`src/rtl/led_chase_monitor.sv`:
```
// rtl/led_chase_monitor.sv - receive-side checker for the 8-LED one-hot chaser bus
module led_chase_monitor #(
    parameter int DEBOUNCE  = 2,
    parameter int BLANK_MAX = 1024,
    parameter int DW        = 16
) (
    input  logic          clk,
    input  logic          rst,
    input  logic          en,
    input  logic          clr,
    input  logic [7:0]    led_in,
    output logic [2:0]    pos,
    output logic          locked,
    output logic          step,
    output logic [DW-1:0] dwell,
    output logic [7:0]    lap,
    output logic          fault,
    output logic [1:0]    err_code
);

    localparam int BW = $clog2(BLANK_MAX + 1);
    localparam logic [3:0]    DEB  = DEBOUNCE[3:0];
    localparam logic [BW-1:0] BMAX = BLANK_MAX[BW-1:0];

    typedef enum logic [1:0] {
        ST_SEEK  = 2'd0,
        ST_TRACK = 2'd1,
        ST_FAULT = 2'd2
    } state_t;

    state_t        state, state_n;
    logic [7:0]    led_r, led_prev;
    logic [3:0]    seek_cnt, seek_n;
    logic [3:0]    cand_cnt, cand_n;
    logic [BW-1:0] blank_cnt, blank_n;
    logic [DW-1:0] dwell_cnt, dwell_cnt_n;
    logic [2:0]    pos_n;
    logic [DW-1:0] dwell_n;
    logic [7:0]    lap_n;
    logic [1:0]    err_n;
    logic          step_n;

    logic          is_blank, is_multi, is_onehot;
    logic [2:0]    idx;
    logic [2:0]    pos_inc;
    logic [3:0]    seek_inc, cand_inc;
    logic [BW-1:0] blank_inc;
    logic [DW-1:0] dwell_inc;

    assign is_blank  = (led_r == 8'd0);
    assign is_multi  = |(led_r & (led_r - 8'd1));
    assign is_onehot = !is_blank && !is_multi;
    assign pos_inc   = pos + 3'd1;
    assign seek_inc  = (seek_cnt == '1)  ? seek_cnt  : seek_cnt + 4'd1;
    assign cand_inc  = (cand_cnt == '1)  ? cand_cnt  : cand_cnt + 4'd1;
    assign blank_inc = (blank_cnt == '1) ? blank_cnt : blank_cnt + 1'b1;
    assign dwell_inc = (dwell_cnt == '1) ? dwell_cnt : dwell_cnt + 1'b1;

    assign locked = (state == ST_TRACK);
    assign fault  = (state == ST_FAULT);

    // Encode the lit position of the sampled bus (only meaningful when one-hot)
    always_comb begin
        idx = 3'd0;
        for (int i = 0; i < 8; i++) begin
            if (led_r[i]) idx = 3'(i);
        end
    end

    // Next-state and next-value logic: clr, then enable gating, then per-state behaviour
    always_comb begin
        state_n     = state;
        seek_n      = seek_cnt;
        cand_n      = cand_cnt;
        blank_n     = blank_cnt;
        dwell_cnt_n = dwell_cnt;
        pos_n       = pos;
        dwell_n     = dwell;
        lap_n       = lap;
        err_n       = err_code;
        step_n      = 1'b0;

        if (clr) begin
            state_n     = ST_SEEK;
            seek_n      = '0;
            cand_n      = '0;
            blank_n     = '0;
            dwell_cnt_n = '0;
            err_n       = 2'b00;
        end else if (en) begin
            case (state)
                ST_SEEK: begin
                    if (is_onehot) begin
                        seek_n = (led_r == led_prev) ? seek_inc : 4'd1;
                        if (seek_n >= DEB) begin
                            pos_n       = idx;
                            dwell_cnt_n = '0;
                            cand_n      = '0;
                            blank_n     = '0;
                            seek_n      = '0;
                            state_n     = ST_TRACK;
                        end
                    end else begin
                        seek_n = '0;
                    end
                end
                ST_TRACK: begin
                    dwell_cnt_n = dwell_inc;
                    if (is_multi) begin
                        state_n = ST_FAULT;
                        err_n   = 2'b01;
                    end else if (is_blank) begin
                        cand_n  = '0;
                        blank_n = blank_inc;
                        if (blank_n >= BMAX) begin
                            state_n = ST_FAULT;
                            err_n   = 2'b11;
                        end
                    end else if (idx == pos) begin
                        cand_n  = '0;
                        blank_n = '0;
                    end else if (idx == pos_inc) begin
                        blank_n = '0;
                        cand_n  = cand_inc;
                        if (cand_n >= DEB) begin
                            pos_n       = pos_inc;
                            step_n      = 1'b1;
                            dwell_n     = dwell_inc;
                            dwell_cnt_n = '0;
                            cand_n      = '0;
                            if (pos == 3'd7) lap_n = lap + 8'd1;
                        end
                    end else begin
                        state_n = ST_FAULT;
                        err_n   = 2'b10;
                    end
                end
                ST_FAULT: begin
                    state_n = ST_FAULT;
                end
                default: begin
                    state_n = ST_SEEK;
                end
            endcase
        end
    end

    // Bus sampling runs every edge so the pipeline is fresh when en returns
    always_ff @(posedge clk) begin
        if (rst) begin
            led_r    <= 8'd0;
            led_prev <= 8'd0;
        end else begin
            led_r    <= led_in;
            led_prev <= led_r;
        end
    end

    // State register and all tracked counters/outputs
    always_ff @(posedge clk) begin
        if (rst) begin
            state     <= ST_SEEK;
            seek_cnt  <= '0;
            cand_cnt  <= '0;
            blank_cnt <= '0;
            dwell_cnt <= '0;
            pos       <= 3'd0;
            dwell     <= '0;
            lap       <= 8'd0;
            err_code  <= 2'b00;
            step      <= 1'b0;
        end else begin
            state     <= state_n;
            seek_cnt  <= seek_n;
            cand_cnt  <= cand_n;
            blank_cnt <= blank_n;
            dwell_cnt <= dwell_cnt_n;
            pos       <= pos_n;
            dwell     <= dwell_n;
            lap       <= lap_n;
            err_code  <= err_n;
            step      <= step_n;
        end
    end

endmodule
```
`config.mk`:
```
export PLATFORM = sky130hd
export DESIGN_NAME = led_chase_monitor
export DESIGN_NICKNAME = d
export VERILOG_FILES = /design/src/rtl/led_chase_monitor.sv
export SDC_FILE = /design/constraint.sdc
export NUM_CORES = 1
export LEC_CHECK = 0
export BUFFER_PORTS_ARGS = -buffer_cell sky130_fd_sc_hd__buf_4
export CORE_MARGIN = 4
export CORE_UTILIZATION = 23
export CTS_CLUSTER_DIAMETER = 120
export CTS_CLUSTER_SIZE = 16
export DETAILED_ROUTE_END_ITERATION = 10
export GPL_TIMING_DRIVEN = 0
export SKIP_CTS_REPAIR_TIMING = 1
export SYNTH_ARGS = -nofsm -noshare
export SYNTH_HDL_FRONTEND = slang
export SYNTH_SLANG_ARGS = --single-unit
```
`constraint.sdc`:
```
create_clock -name clk -period 2.4 [get_ports clk]
set_input_delay 0.48 -clock clk [delete_from_list [all_inputs] [get_ports clk]]
set_output_delay 0.48 -clock clk [all_outputs]
set_load 0.01 [all_outputs]
```
# Word level (Yosys, flattened, before mapping)
# Cells that the tools add are included.
totals:
  ff_bits: 83
  latch_bits: 0
  mem_bits_rw: 0
  romBits: 0
  out_inout_bits: 32
  elab_cells: 128
  n_memories: 0
op_classes:
  addsub: 7
  multipliers: 0
  div: 0
  magnitude_cmp: 3
  eq_ne: 24
  shifts: 0
  n_mux: 57
  n_bitwise: 8
  n_reduce_logical: 17
ops:
  columns: ["op", "n"]
  rows:
  - ["$mux 16", 8]
  - ["$mux 11", 7]
  - ["$mux 4", 12]
  - ["$mux 3", 13]
  - ["$pmux 16 s2", 1]
  - ["$pmux 11 s2", 1]
  - ["$mux 2", 10]
  - ["$add 16x1->16 const B", 1]
  - ["$eq 16x16->1 const B", 1]
  - ["$reduce_or 15->1", 1]
  - ["$reduce_and 6->1", 2]
  - ["$add 11x1->11 const B", 1]
  - ["$eq 11x11->1 const B", 1]
  - ["$ge 11x11->1 const B", 1]
  - ["$ne 2x2->1 const B", 5]
  - ["$reduce_and 10->1", 1]
  - ["$reduce_and 9->1", 1]
  - ["$add 4x1->4 const B", 2]
  - ["$add 8x1->8 const B", 1]
  - ["$and 8x8->8", 1]
  - ["$eq 4x4->1 const B", 2]
  - ["$eq 8x8->1", 1]
  - ["$ge 4x2->1 const B", 2]
  - ["$logic_not 8->1", 1]
  - ["27 further kinds", 39]

# Logic depth before layout (Yosys ltp)
logic_depth:
  depth_word: 13
  depth_mapped: 10
  mapped_depth_nobuf: 9

# Least setup slack after synthesis
# OpenSTA, ideal clock, no wires.
synth_timing:
  path_type: "reg2reg"
  startpoint: "register pos[0]"
  endpoint: "register cand_cnt[0]"
  setup_ps: 129
  arrival_ps: 2471
  t_required_ps: 2271
  slack_ps: -200
  stages_incl_launch_ff: 10
  n_path_buf: 1
  cell_sequence: "dfxtp_1 -> ha_1 -> or3_1 -> a211oi_2 -> nor2_1 -> mux2_4 -> a221oi_4 -> buf_6 -> mux2i_1 -> nor2_1"
synth_between:
  elab_chain_cells: 5
  elab_cells_between_ends: 9
  classes_between: "1 x add/sub; 3 x eq/ne; 4 x mux; 1 x reduce/logical"
synth_lines:
  columns: ["element", "line_no", "rtl"]
  rows:
  - ["start, declared", "12", "output logic [2:0] pos,"]
  - ["start signal, assigned", "178", "pos <= pos_n;"]
  - ["parallel branches: the longest is 5 deep, another holds $add 3x1->3", null, null]
  - ["end signal, assigned", "175", "cand_cnt <= cand_n;"]
  - ["end, declared", "34", "logic [3:0] cand_cnt, cand_n;"]
# Several ways; the timed one is not identified. The select of a mux whose other input is x is not followed.
# A chain may end at the register's enable or synchronous reset.

# Worst setup path in the final report
layout_timing:
  startpoint: "register pos[0]"
  endpoint: "register blank_cnt[0]"
layout_between:
  elab_chain_cells: 5
  elab_cells_between_ends: 9
  classes_between: "1 x add/sub; 3 x eq/ne; 4 x mux; 1 x reduce/logical"
layout_lines:
  columns: ["element", "line_no", "rtl"]
  rows:
  - ["parallel branches: the longest is 5 deep, another holds $add 3x1->3", null, null]
  - ["end signal, assigned", "176", "blank_cnt <= blank_n;"]
  - ["end, declared", "35", "logic [BW-1:0] blank_cnt, blank_n;"]
# Several ways; the timed one is not identified. The select of a mux whose other input is x is not followed.

==> flow_metrics.env <==
export IMPL_synth_main_ff_cell="dfxtp_1"
export IMPL_worstPathRequired_ns=2.64
export IMPL_hpwl_um=7480
export IMPL_slowest_delay_ns=0.37
export IMPL_layout_common_cells="79 x dfxtp_1, 61 x buf_4, 61 x nand2_1"
export IMPL_final_hold_violation_count=0
export IMPL_clk_pin_slew_worst_paths_ns=0.07
export IMPL_fin_nets=582
export IMPL_synth_top_cell_by_area="dfxtp_1"
export IMPL_ys_types=61
export IMPL_gp_congestion=0.802
export IMPL_vias=3677
export IMPL_crit_path_end_kind="register"
export IMPL_worst_path_buf_inv=2
export IMPL_placementRows=49
export IMPL_io_pins=44
export IMPL_ys_async_sr_fraction_pct=0
export IMPL_worstPathCellList="ha_4 -> or3_4 -> a211oi_4 -> nor2_1 -> mux2_4 -> a221oi_4 -> buf_6 -> buf_4 -> o21ai_2 -> a32o_1"
export IMPL_die_h_um=143
export IMPL_grt_usage_pct=10.4
export IMPL_routed_wirelength_um=10600
export IMPL_num_antenna_cells=0
export IMPL_maxSlewViolCount=0
export IMPL_dpl_cell_count=760
export IMPL_syn_area_per_cell_sq_um=8.62
export IMPL_grt_pass1_vias=3334
export IMPL_grt_start_max_net_pins=14
export IMPL_synthCells=488
export IMPL_cts_buffers=9
export IMPL_syn_area_sq_mm=0.00421
export IMPL_power_uw=2930
export IMPL_numPortBuffers=43
export IMPL_grt_remaining_overflow=0
export IMPL_p_per_area_mw_per_mm2=534
export IMPL_min_period_ns=2.53
export IMPL_finalSetupViolCount=31
export IMPL_yosysWarnings=0
export IMPL_antenna_found_initial=0
export IMPL_yosys_top_cells_area="dfxtp_1 40%, nand2_1 5.5%, nor2_1 4.6%"
export IMPL_h_tree_depth=3
export IMPL_relSlewSlack_pct=54.2
export IMPL_drc=0
export IMPL_syn_nets=511
export IMPL_setup_slack_ns=-0.127
export IMPL_avgViaCountPerCell=4.64
export IMPL_clock_latency_ns=0.34
export IMPL_crit_family="compound AO/OA/AOI/OAI gates"
export IMPL_dieArea_sq_mm=0.0205
export IMPL_drive_gt1_share_pct=24.5
export IMPL_ys_ff_latch=83
export IMPL_cp_start_kind="register"
export IMPL_drtIter0Drc=232
export IMPL_synth_edf_count=0
export IMPL_max_clock_path_buffers=2
export IMPL_netlist_area_leader_share_pct=39.5
export IMPL_violations="negative setup slack"
export IMPL_area_growth_pct=30.3
export IMPL_cp_slowest_cell="dfxtp_4"
export IMPL_fin_skew_ns=0.0112
export IMPL_path_max_fanout=6
export IMPL_grt_pass1_wl_um=17100
export IMPL_post_route_util_pct=30.5
export IMPL_max_freq_ghz=0.396
export IMPL_tritoncts="yes"
export IMPL_start_util_pct=23.4
export IMPL_leakage_uw=0.00196
export IMPL_firstDrtPassIters=4
export IMPL_synth_seq_area_share_pct=39.5
export IMPL_crit_type="register to register"
export IMPL_antenna_left=0
export IMPL_clock_sinks=83
export IMPL_fp_dieW_um=143
export IMPL_rsz0062_at_grt="true"
export IMPL_status="finished, violations left"
export IMPL_layout_commonest_cell="dfxtp_1"
export IMPL_coreArea_sq_mm=0.0180
export IMPL_crit_arrival_ns=2.76
export IMPL_final_cells=793
export IMPL_vdd_drop_max_mv=0.303
export IMPL_cts_root_buf="clkbuf_16"
export IMPL_drv_cap=0
export IMPL_min_delay_path_class="primary input to register"
export IMPL_worst_pin_slew_ns=0.685
export IMPL_min_period_over_period_pct=105
export IMPL_wl_per_cell_um=13.3
-- worst register-to-register path: stages (launching register included) --
cell and delay [ns]:
dfxtp_4 0.37, ha_4 0.27, or3_4 0.35, a211oi_4 0.27, nor2_1 0.08, mux2_4 0.29, a221oi_4 0.22, buf_6 0.16
buf_4 0.12, o21ai_2 0.05, a32o_1 0.26
-- power breakdown --
| group | total [uW] | switching [uW] | internal [uW] |
|---|---|---|---|
| Combinational | 220 | 128 | 91.7 |
| Clock | 1310 | 556 | 754 |
| Sequential | 1400 | 10.0 | 1390 |
-- worst paths after layout --
path                                start            to  slack (ns)  depth (start not counted)
worst min-delay path            led_in[2]      led_r[2]        0.34                          2
worst max-delay path               pos[0]  blank_cnt[0]       -0.13                         10
worst max register to register     pos[0]  blank_cnt[0]       -0.13                         10
worst min register to register  dwell[12]     dwell[12]        0.45                          2
-- through the flow --
stage | cell area [sq um] | hold slack (ns) | setup slack, ns | setup TNS, ns
after floorplan | 4260 | 0.445 | -0.0585 | -0.0585
after global placement | 4870 | 0.448 | -0.464 | -15.29
after detailed placement | 4870 | 0.446 | -0.456 | -15.98
after CTS | 5150 | 0.336 | -0.468 | -16.54
after global routing | 5480 | 0.340 | -0.251 | -6.58
final | 5480 | 0.345 | -0.127 | -1.88
-- registers in the layout (all words and copies together), names as in the netlist --
name / count
led_prev: 8
err_code: 2
state: 2
blank_cnt: 11
led_r: 8
dwell_cnt: 16
cand_cnt: 4
seek_cnt: 4
step: 1
dwell: 16
lap: 8
pos: 3
-- cells in the mapped netlist (all sizes together) (6+ instances only) --
cell,number
nand3,17
a22oi,10
nor2b,19
dfxtp,83
clkbuf,14
nand4,10
mux2i,8
ha,11
nand2,62
and3,11
o21ai,11
xor2,9
a211oi,12
and2,6
xnor2,17
a21oi,27
nor3,15
nor2,51
inv,10
buf,10
-- logic make-up after synthesis --
family                   share of synthesized area (%)
XOR/XNOR                                          5.42
AND/OR/NAND/NOR                                   26.9
adder cells (fa/ha/maj)                           3.51
flip-flops                                        39.5
multiplexers                                      3.33
buffers and inverters                             3.57
AO/OA/AOI/OAI                                     17.7
-- layer usage --
layer	routed length (um)	track usage, %	up-vias	share of wire, %
met5	0	0	-	0
li1	-	-	1889	-
met1	5030	14.0	1713	48
met2	4810	15.9	63	46
met3	564	3.08	12	5.3
met4	170	3.17	0	1.6
-- cell type report --
type / instances / area, sq um
Fill cell: 1864 / 12500
Multi-Input combinational cell: 371 / 2590
Sequential cell: 83 / 1670
Timing Repair Buffer: 60 / 458
Tap cell: 229 / 287
Clock buffer: 12 / 256
Buffer: 24 / 151
Inverter: 10 / 37.5
Clock inverter: 4 / 25.0
Power figures use the tool's default switching activity.
